==> config.mk <==
export PLATFORM = sky130hd
export DESIGN_NAME = pc_sequencer_flat
export DESIGN_NICKNAME = d
export VERILOG_FILES = /design/src/rtl/pc_sequencer_pkg.sv /design/src/rtl/pc_sequencer_if.sv /design/src/rtl/pc_sequencer_ret_stack.sv /design/src/rtl/pc_sequencer.sv /design/src/flat_wrapper.sv
export SDC_FILE = /design/constraint.sdc
export NUM_CORES = 1
export LEC_CHECK = 0
export CORE_ASPECT_RATIO = 1.4
export CORE_UTILIZATION = 50
export CTS_BUF_LIST = sky130_fd_sc_hd__clkbuf_8
export CTS_CLUSTER_DIAMETER = 100
export DETAILED_ROUTE_END_ITERATION = 8
export MAX_ROUTING_LAYER = met4
export PLACE_DENSITY = 0.76
export SLEW_MARGIN = 0
export SYNTH_ARGS = -nofsm -noshare
export SYNTH_HDL_FRONTEND = slang
export SYNTH_SLANG_ARGS = --single-unit
==> constraint.sdc <==
create_clock -name clk -period 4.3 [get_ports clk]
set_input_delay 0.43 -clock clk [delete_from_list [all_inputs] [get_ports clk]]
set_output_delay 0.43 -clock clk [all_outputs]
set_load 0.01 [all_outputs]
==> src/rtl/pc_sequencer_pkg.sv <==
// pc_sequencer_pkg: shared operation encoding and strobe priority decode for pc_sequencer
package pc_seq_pkg;
  typedef enum logic [2:0] {
    OP_HOLD  = 3'd0,
    OP_INC   = 3'd1,
    OP_REL   = 3'd2,
    OP_LOAD  = 3'd3,
    OP_CALL  = 3'd4,
    OP_RET   = 3'd5,
    OP_STALL = 3'd6
  } pc_op_t;
  function automatic pc_op_t pc_decode(input logic stall, ret, call, load, rel_en, pc_inc);
    return stall ? OP_STALL : ret ? OP_RET : call ? OP_CALL : load ? OP_LOAD :
           rel_en ? OP_REL : pc_inc ? OP_INC : OP_HOLD;
  endfunction
endpackage

==> src/rtl/pc_sequencer_if.sv <==
// pc_sequencer_if: decoder-to-sequencer control strobes and PC/stack status
interface pc_sequencer_if #(parameter int PC_W = 8, parameter int REL_W = 8);
  logic             stall;
  logic [PC_W-1:0]  pc_in;
  logic             load;
  logic             pc_inc;
  logic             rel_en;
  logic [REL_W-1:0] rel_off;
  logic             call;
  logic             ret;
  logic [PC_W-1:0]  pout;
  logic             stack_empty;
  logic             stack_full;
  logic             stack_err;
  modport master (output stall, pc_in, load, pc_inc, rel_en, rel_off, call, ret,
                  input pout, stack_empty, stack_full, stack_err);
  modport slave (input stall, pc_in, load, pc_inc, rel_en, rel_off, call, ret,
                 output pout, stack_empty, stack_full, stack_err);
endinterface

==> src/rtl/pc_sequencer_ret_stack.sv <==
// pc_ret_stack: return-address LIFO that ignores push when full and pop when empty
module pc_ret_stack #(
  parameter int W     = 8,
  parameter int DEPTH = 4,
  parameter int SP_W  = $clog2(DEPTH + 1)
) (
  input  logic            clk,
  input  logic            rst,
  input  logic            push,
  input  logic            pop,
  input  logic [W-1:0]    din,
  output logic [W-1:0]    top,
  output logic            empty,
  output logic            full,
  output logic [SP_W-1:0] sp
);
  localparam int IW = (DEPTH > 1) ? $clog2(DEPTH) : 1;
  localparam logic [SP_W-1:0] SP_FULL = SP_W'(DEPTH);
  logic [W-1:0]    r_mem [0:(1<<IW)-1];
  logic [SP_W-1:0] r_sp;
  logic            w_push;
  logic            w_pop;
  assign empty  = (r_sp == '0);
  assign full   = (r_sp == SP_FULL);
  assign sp     = r_sp;
  assign w_pop  = pop && !empty;
  assign w_push = push && !pop && !full;
  assign top    = r_mem[empty ? '0 : IW'(r_sp - 1'b1)];
  always_ff @(posedge clk) begin
    if (rst) r_sp <= '0;
    else if (w_pop) r_sp <= r_sp - 1'b1;
    else if (w_push) r_sp <= r_sp + 1'b1;
  end
  // contents are deliberately left uncleared by reset
  always_ff @(posedge clk) begin
    if (!rst && w_push) r_mem[IW'(r_sp)] <= din;
  end
endmodule

==> src/rtl/pc_sequencer.sv <==
// pc_sequencer: parametrised PC with return stack, stall and reset vector.
// Relative branching is compiled in only when PC_SEQ_REL_BRANCH_EN is defined.
module pc_sequencer
  import pc_seq_pkg::*;
#(
  parameter int PC_W = 8,
  parameter int DEPTH = 4,
  parameter int REL_W = 8,
  parameter logic [PC_W-1:0] RESET_VEC = '0
) (
  input logic           clk,
  input logic           rst,
  pc_sequencer_if.slave bus
);
  localparam int SP_W = $clog2(DEPTH + 1);
  pc_op_t          w_op;
  logic            w_rel_en;
  logic [PC_W-1:0] w_rel;
  logic [PC_W-1:0] w_inc;
  logic [PC_W-1:0] w_top;
  logic [PC_W-1:0] w_next;
  logic            w_empty;
  logic            w_full;
  logic [SP_W-1:0] w_sp;
  logic [PC_W-1:0] r_pc;
  logic            r_err;
`ifdef PC_SEQ_REL_BRANCH_EN
  assign w_rel_en = bus.rel_en;
  assign w_rel    = r_pc + PC_W'($signed(bus.rel_off));
`else
  logic w_unused;
  assign w_unused = ^{bus.rel_en, bus.rel_off};
  assign w_rel_en = 1'b0;
  assign w_rel    = r_pc;
`endif
  assign w_op  = pc_decode(bus.stall, bus.ret, bus.call, bus.load, w_rel_en, bus.pc_inc);
  assign w_inc = r_pc + 1'b1;
  pc_ret_stack #(.W(PC_W), .DEPTH(DEPTH), .SP_W(SP_W)) u_stack (
    .clk   (clk),
    .rst   (rst),
    .push  (w_op == OP_CALL),
    .pop   (w_op == OP_RET),
    .din   (w_inc),
    .top   (w_top),
    .empty (w_empty),
    .full  (w_full),
    .sp    (w_sp)
  );
  always_comb begin
    w_next = (w_op == OP_RET)  ? (w_empty ? r_pc : w_top) :
             (w_op == OP_CALL) ? (w_full ? r_pc : bus.pc_in) :
             (w_op == OP_LOAD) ? bus.pc_in :
             (w_op == OP_REL)  ? w_rel :
             (w_op == OP_INC)  ? w_inc : r_pc;
  end
  always_ff @(posedge clk) begin
    if (rst) begin
      r_pc  <= RESET_VEC;
      r_err <= 1'b0;
    end else begin
      r_pc  <= w_next;
      r_err <= r_err | ((w_op == OP_RET) && w_empty) | ((w_op == OP_CALL) && w_full);
    end
  end
  assign bus.pout        = r_pc;
  assign bus.stack_empty = w_empty;
  assign bus.stack_full  = w_full;
  assign bus.stack_err   = r_err;
endmodule
==> src/flat_wrapper.sv <==
// flat-port wrapper written by rule: the top's interface ports become plain ports
module pc_sequencer_flat import pc_seq_pkg::*;
#(
  parameter int PC_W = 8,
  parameter int DEPTH = 4,
  parameter int REL_W = 8,
  parameter logic [PC_W-1:0] RESET_VEC = '0
)
  (clk, rst, bus_stall, bus_pc_in, bus_load, bus_pc_inc, bus_rel_en, bus_rel_off, bus_call, bus_ret, bus_pout, bus_stack_empty, bus_stack_full, bus_stack_err);
  pc_sequencer_if #(.PC_W(PC_W), .REL_W(REL_W)) bus_i ();
  input logic clk;
  input logic rst;
  input wire logic [$bits(bus_i.stall)-1:0] bus_stall;
  input wire logic [$bits(bus_i.pc_in)-1:0] bus_pc_in;
  input wire logic [$bits(bus_i.load)-1:0] bus_load;
  input wire logic [$bits(bus_i.pc_inc)-1:0] bus_pc_inc;
  input wire logic [$bits(bus_i.rel_en)-1:0] bus_rel_en;
  input wire logic [$bits(bus_i.rel_off)-1:0] bus_rel_off;
  input wire logic [$bits(bus_i.call)-1:0] bus_call;
  input wire logic [$bits(bus_i.ret)-1:0] bus_ret;
  output wire logic [$bits(bus_i.pout)-1:0] bus_pout;
  output wire logic [$bits(bus_i.stack_empty)-1:0] bus_stack_empty;
  output wire logic [$bits(bus_i.stack_full)-1:0] bus_stack_full;
  output wire logic [$bits(bus_i.stack_err)-1:0] bus_stack_err;
  assign bus_i.stall = bus_stall;
  assign bus_i.pc_in = bus_pc_in;
  assign bus_i.load = bus_load;
  assign bus_i.pc_inc = bus_pc_inc;
  assign bus_i.rel_en = bus_rel_en;
  assign bus_i.rel_off = bus_rel_off;
  assign bus_i.call = bus_call;
  assign bus_i.ret = bus_ret;
  assign bus_pout = bus_i.pout;
  assign bus_stack_empty = bus_i.stack_empty;
  assign bus_stack_full = bus_i.stack_full;
  assign bus_stack_err = bus_i.stack_err;
  pc_sequencer #(.PC_W(PC_W), .DEPTH(DEPTH), .REL_W(REL_W), .RESET_VEC(RESET_VEC)) u_core (.clk(clk), .rst(rst), .bus(bus_i));
endmodule
After elaboration in Yosys (flattened, before gate mapping) --
Memory sizes are Yosys's and may differ from the RTL's. Cells that the tools add are included. Widths: inputs -> output; s select.
Storage, ports and cells: memory bits (writable) 32, memories kept 1, register bits 12, output and inout port bits 11, logic and storage cells 49
Memory list:
- u_core.u_stack.r_mem | words 4, width 8, read ports 1, clocked after Yosys merged registers in 0, wr ports 1, line pc_sequencer_ret_stack.sv:19 | logic [W-1:0] r_mem [0:(1<<IW)-1];
Cells by class: bitwise gates (word level) 2, equal/unequal tests 9, add/sub/neg operators 3, reduce and logical (&&, ||, !) cells 14, multiplexer cells 17
Operator list (count):
- $mux 8 | 7
- $mux 3 | 6
- $eq 3x3->1 const B | 3
- $add 8x1->8 const B | 1
- $eq 3x2->1 const B | 2
- $logic_and 1x1->1 | 6
- $logic_not 1->1 | 4
- $ne 4x3->1 const B | 1
- $reduce_and 4->1 | 1
- $reduce_bool 4->1 | 1
- $add 3x1->3 const B | 1
- $eq 3x1->1 const B | 1
- $logic_not 3->1 | 1
- $mux 1 | 3
- $ne 3x3->1 const B | 1
- $sub 3x1->3 const B | 1
- $mux 2 | 1
- $ne 2x2->1 const B | 1
- $or 1x1->1 | 2
- $reduce_bool 2->1 | 1

Depth between registers and ports, before layout --
depth after elaboration 12, mapped depth 10, gate-level depth less buffers 8

Cells and area by module --
Synthesis repeated with hierarchy kept, for this count alone.
Second synthesis, totals: cell total of the unflattened synthesis 194, area total of the unflattened synthesis 2225.9 sq um
By module, submodules not included:
- pc_ret_stack | cells an instance 100, seq. area each 1021.0 sq um, area an instance 1534.0 sq um, instances 1
- pc_sequencer | cells an instance 94, seq. area each 180.2 sq um, area an instance 691.9 sq um, instances 1

Least setup slack after synthesis --
Ideal clock, no wire load.
kind register to register, from register u_core.u_stack.r_sp[0], in the netlist u_core.u_stack.sp[0], to register u_core.r_pc[0], in the netlist u_core.bus.pout[0], data required time 4183 ps, arrival 1881 ps, path buffers 2, cell stages (with the launch flop) 10, setup time 117 ps, period minus slack after synthesis 1998 ps, setup slack 2302 ps, cell sequence dfxtp_1 buf_4 inv_1 ha_1 buf_2 nand2_1 nand2_1 a222oi_1 nand2_1 a32o_1
Between the ends: cells in the longest elaborated chain, start to end 5
RTL lines:
- start, declared | line pc_sequencer_ret_stack.sv:20 | logic [SP_W-1:0] r_sp;
- start signal, assigned | line pc_sequencer_ret_stack.sv:31 | else if (w_pop) r_sp <= r_sp - 1'b1;
- start signal, assigned | line pc_sequencer_ret_stack.sv:32 | else if (w_push) r_sp <= r_sp + 1'b1;
- $sub 3x1->3 / $logic_not 3->1 (equally long branches)
- $mux 2 | line pc_sequencer_ret_stack.sv:28 | assign top = r_mem[empty ? '0 : IW'(r_sp - 1'b1)];
- $mem_v2 4x8
- $mux 8 (2 in a row) | line pc_sequencer.sv:50 | w_next = (w_op == OP_RET) ? (w_empty ? r_pc : w_top) :
- end signal, assigned | line pc_sequencer.sv:61 | r_pc <= w_next;
- end, declared | line pc_sequencer.sv:25 | logic [PC_W-1:0] r_pc;
Parallel ways exist; a longest one is shown, timed or not. The select of a mux whose other input is x is not followed. A chain may end at the register's enable or synchronous reset.

Worst setup path after layout --
from register u_core.u_stack.r_sp[0], in the netlist u_core.u_stack.sp[0], to output bus_stack_empty
Between the ends: cells in the longest elaborated chain, start to end 1
RTL lines:
- $logic_not 3->1 | line pc_sequencer_ret_stack.sv:23 | assign empty = (r_sp == '0);
- end, declared | line flat_wrapper.sv:22 | output wire logic [$bits(bus_i.stack_empty)-1:0] bus_stack_empty;
No other way between the ends.

==> results.json <==
{
  "outcome": "finished, violations left",
  "violations": "design-rule violations",
  "first_global_vias": 1405,
  "grt.total_usage": 0.223,
  "avgRoutedWirePerCell_um": 18.1,
  "power_leakage_nw": 0.874,
  "least_setup_slack_across_all_paths_after_layout_ns": 1.46,
  "tritoncts_num_sinks": 44,
  "tritoncts": "yes",
  "dpl_cell_area_um2": 2400,
  "worstPathCellList": "inv_1 -> ha_1 -> nand2b_1 -> inv_2 -> clkdlybuf4s50_1",
  "register_to_register_setup_slack_ns": 1.72,
  "count_of_buffers_inserted_at_the_top_level_ports": 25,
  "cts.htree.levels": 2,
  "clock-root-buffer": "sky130_fd_sc_hd__clkbuf_8",
  "worst_path_dominant_cell_family": "buffers and inverters",
  "dieHeight_um": 79.0,
  "setup_viol": 0,
  "netlist.top_cell.by_area": "sky130_fd_sc_hd__edfxtp_1",
  "min_delay_path_depth": 2,
  "cp.buffers_inverters": 3,
  "cts_post_setup_buffers_inserted": 0,
  "finalCoreUtilization": 0.623,
  "dr.first_iter.drc_count": 96,
  "cp.arrival_ns": 2.41,
  "worst_pin_slew_ns": 0.659,
  "worst_hold_path_type": "flip-flop to flip-flop",
  "synthesis.area_per_instance_um2": 12.2,
  "critical_path.endpoint_type": "output pin",
  "ctsHoldBuffers": 0,
  "core_area_um2": 3990,
  "floorplan.rows": 27,
  "drive_above_1_share": 0.0891,
  "synthTopCellsByArea": "sky130_fd_sc_hd__edfxtp_1, sky130_fd_sc_hd__dfxtp_1, sky130_fd_sc_hd__mux4_2, sky130_fd_sc_hd__ha_1, sky130_fd_sc_hd__nand2_1",
  "cp.required_ns": 3.87,
  "setup_tns_ns": 0,
  "finalHoldViolCount": 0,
  "die_area_um2": 4500,
  "synth_async_sr_flop_share": 0,
  "finalWeightedCongestion": 0.882,
  "min_delay_worst_endpoint": "u_core.bus.stack_err",
  "final.period_utilization": 0.661,
  "hold_start": "u_core.bus.stack_err",
  "worst_path_max_delay_cell": "sky130_fd_sc_hd__dfxtp_1",
  "antenna_cells": 0,
  "initial_utilization": 0.531,
  "finalCriticalPeriod_ns": 2.84,
  "number_of_flip_flops_and_latches_in_the_synthesized_netlist": 44,
  "dr.pass1.iters": 6,
  "floorplan.io_pins": 35,
  "synth_top_area_frac": 0.454,
  "critical_path_peak_fanout": 13,
  "synth_cell_types": 46,
  "syn-num-nets": 204,
  "synthesis.area_um2": 2120,
  "cts.reportedPaths.clkPinSlew_ns": 0.08,
  "grt_remaining_overflow": 0,
  "grt_max_degree": 15,
  "fin_total_pwr_mw": 0.914,
  "worst-r2r-cell-count": 7,
  "synth_ff_type": "sky130_fd_sc_hd__edfxtp_1",
  "antenna_violations_before_repair": 0,
  "ant_nets": 0,
  "grt_first_pass_wirelength_mm": 7.07,
  "unrepaired_setup_endpoints_after_global_routing": "no",
  "fmaxAchievable_ghz": 0.352,
  "crit_type": "flip-flop to output pin",
  "timing.rr.end": "u_core.bus.pout[0]",
  "crit_path_max_incr_delay_ns": 0.75,
  "max-clock-path-buffers": 2,
  "die-width_um": 57.0,
  "avgViaCountPerCell": 6.02,
  "synthesis.yosys.warnings": 0,
  "dp_hpwl_mm": 3.28,
  "synth.yosys.seq_area_share": 0.567,
  "clkLatencyLatePin_ns": 0.30,
  "cts-buffers-inserted": 5,
  "post_layout_nonfiller_instances": 245,
  "number_of_enable_type_register_cells_in_the_synthesized_netlist": 32,
  "synth_cells": 174,
  "ir_drop_v": 0.000245,
  "worst_slew_margin_rel": 0.560,
  "syn2layout_area_growth_pct": 17.2,
  "crit-reg2reg-launch": "u_core.u_stack.sp[0]",
  "cts_repair_resize_count": 0,
  "detail_route.drc_violations": 4,
  "via_count": 1476,
  "placement.setup.worst_slack_ns": 1.68,
  "startpoint_type_of_the_worst_setup_path": "flip-flop",
  "num-nets-final": 231,
  "fin_worst_skew_ns": 0.00611,
  "maxSlewViolCount": 0,
  "finalInstanceArea_um2": 2480,
  "holdWs_ns": 0.473,
  "wirelength_mm": 4.43,
  "placed_cells": 237,
  "cellPowerDensity_nw_per_um2": 368,
  "count_of_max_cap_constraint_violations": 0
}
==> power by group <==
group / internal (mW) / switching (mW)
clock network: 0.112 / 0.139
logic: 0.0796 / 0.0910
registers: 0.472 / 0.0205
==> worst max-delay path by stage <==
stage	startpoint	end	slack (ns)	cells past startpoint
finish	u_core.u_stack.sp[0]	bus_stack_empty	1.46	5
global route	u_core.u_stack.sp[0]	bus_stack_empty	1.25	5
CTS	u_core.u_stack.sp[0]	bus_stack_empty	1.40	5
detailed placement	u_core.u_stack.sp[0]	u_core.bus.pout[0]	1.68	7
global placement	u_core.u_stack.sp[0]	u_core.bus.pout[0]	1.78	7
floorplan	u_core.u_stack.sp[0]	u_core.bus.pout[0]	2.30	9
==> cell families after synthesis <==
logic type | Yosys count | synth area share
compound gates | 32 | 0.110
xor+xnor | 8 | 0.0331
fa+ha+maj | 6 | 0.0354
buf+inv | 13 | 0.0266
flops | 44 | 0.567
mux | 11 | 0.0774
simple gates | 60 | 0.151
==> cell usage after synthesis (2+ instances only) <==
cell type                  number
sky130_fd_sc_hd__nand2_1       17
sky130_fd_sc_hd__xor2_1         4
sky130_fd_sc_hd__mux4_2         4
sky130_fd_sc_hd__ha_1           6
sky130_fd_sc_hd__a22oi_1        3
sky130_fd_sc_hd__and3_1         3
sky130_fd_sc_hd__nand3_1        9
sky130_fd_sc_hd__mux2i_1        4
sky130_fd_sc_hd__nor2_1        10
sky130_fd_sc_hd__mux2_1         2
sky130_fd_sc_hd__o21ai_1        6
sky130_fd_sc_hd__a21oi_1        6
sky130_fd_sc_hd__edfxtp_1      32
sky130_fd_sc_hd__dfxtp_1       12
sky130_fd_sc_hd__a32o_1         2
sky130_fd_sc_hd__a21bo_1        2
sky130_fd_sc_hd__a31oi_1        2
sky130_fd_sc_hd__a22o_1         2
sky130_fd_sc_hd__o211ai_1       2
sky130_fd_sc_hd__buf_2          3
sky130_fd_sc_hd__nor3_1         5
sky130_fd_sc_hd__inv_1          7
sky130_fd_sc_hd__and2_1         5
sky130_fd_sc_hd__xnor2_1        4
==> metal layers <==
| metal | up-vias | wire length (um) | GRT usage | share of wire |
|---|---|---|---|---|
| met2 | 50 | 2330 | 0.365 | 0.52 |
| met4 | 0 | 93 | 0.0976 | 0.021 |
| li1 | 704 | - | - | - |
| met3 | 9 | 233 | 0.0440 | 0.053 |
| met1 | 713 | 1780 | 0.268 | 0.40 |
| met5 | - | 0 | - | 0 |
==> layout make-up <==
cell class	count	area (um^2)
fill	345	1500
sequential	44	1200
multi-input combinational	117	861
timing repair buffer	25	250
clock buffer	5	68.8
tap	43	53.8
inverter	8	30.0
clock inverter	3	18.8
==> sequential cells by signal, summed over array words and instances, names as in the netlist <==
signal and cells:
u_core.bus.pout 8, u_core.bus.stack_err 1, u_core.u_stack.sp 3, u_core.u_stack.r_mem 32
==> placed cells by master (no fill, tap or decap), types with 6 or more instances in the layout <==
| cell type | netlist | routed |
|---|---|---|
| sky130_fd_sc_hd__a21oi_1 | 6 | 6 |
| sky130_fd_sc_hd__clkdlybuf4s50_1 | 0 | 25 |
| sky130_fd_sc_hd__dfxtp_1 | 12 | 12 |
| sky130_fd_sc_hd__edfxtp_1 | 32 | 32 |
| sky130_fd_sc_hd__ha_1 | 6 | 6 |
| sky130_fd_sc_hd__inv_1 | 7 | 7 |
| sky130_fd_sc_hd__nand2_1 | 17 | 17 |
| sky130_fd_sc_hd__nand3_1 | 9 | 9 |
| sky130_fd_sc_hd__nor2_1 | 10 | 10 |
| sky130_fd_sc_hd__o21ai_1 | 6 | 6 |
==> worst min-delay path: stages (launching register included) <==
cell and delay, ns:
sky130_fd_sc_hd__dfxtp_1 0.33, sky130_fd_sc_hd__a31oi_1 0.04, sky130_fd_sc_hd__nor2_1 0.07
(Power assumes the default switching activity.)
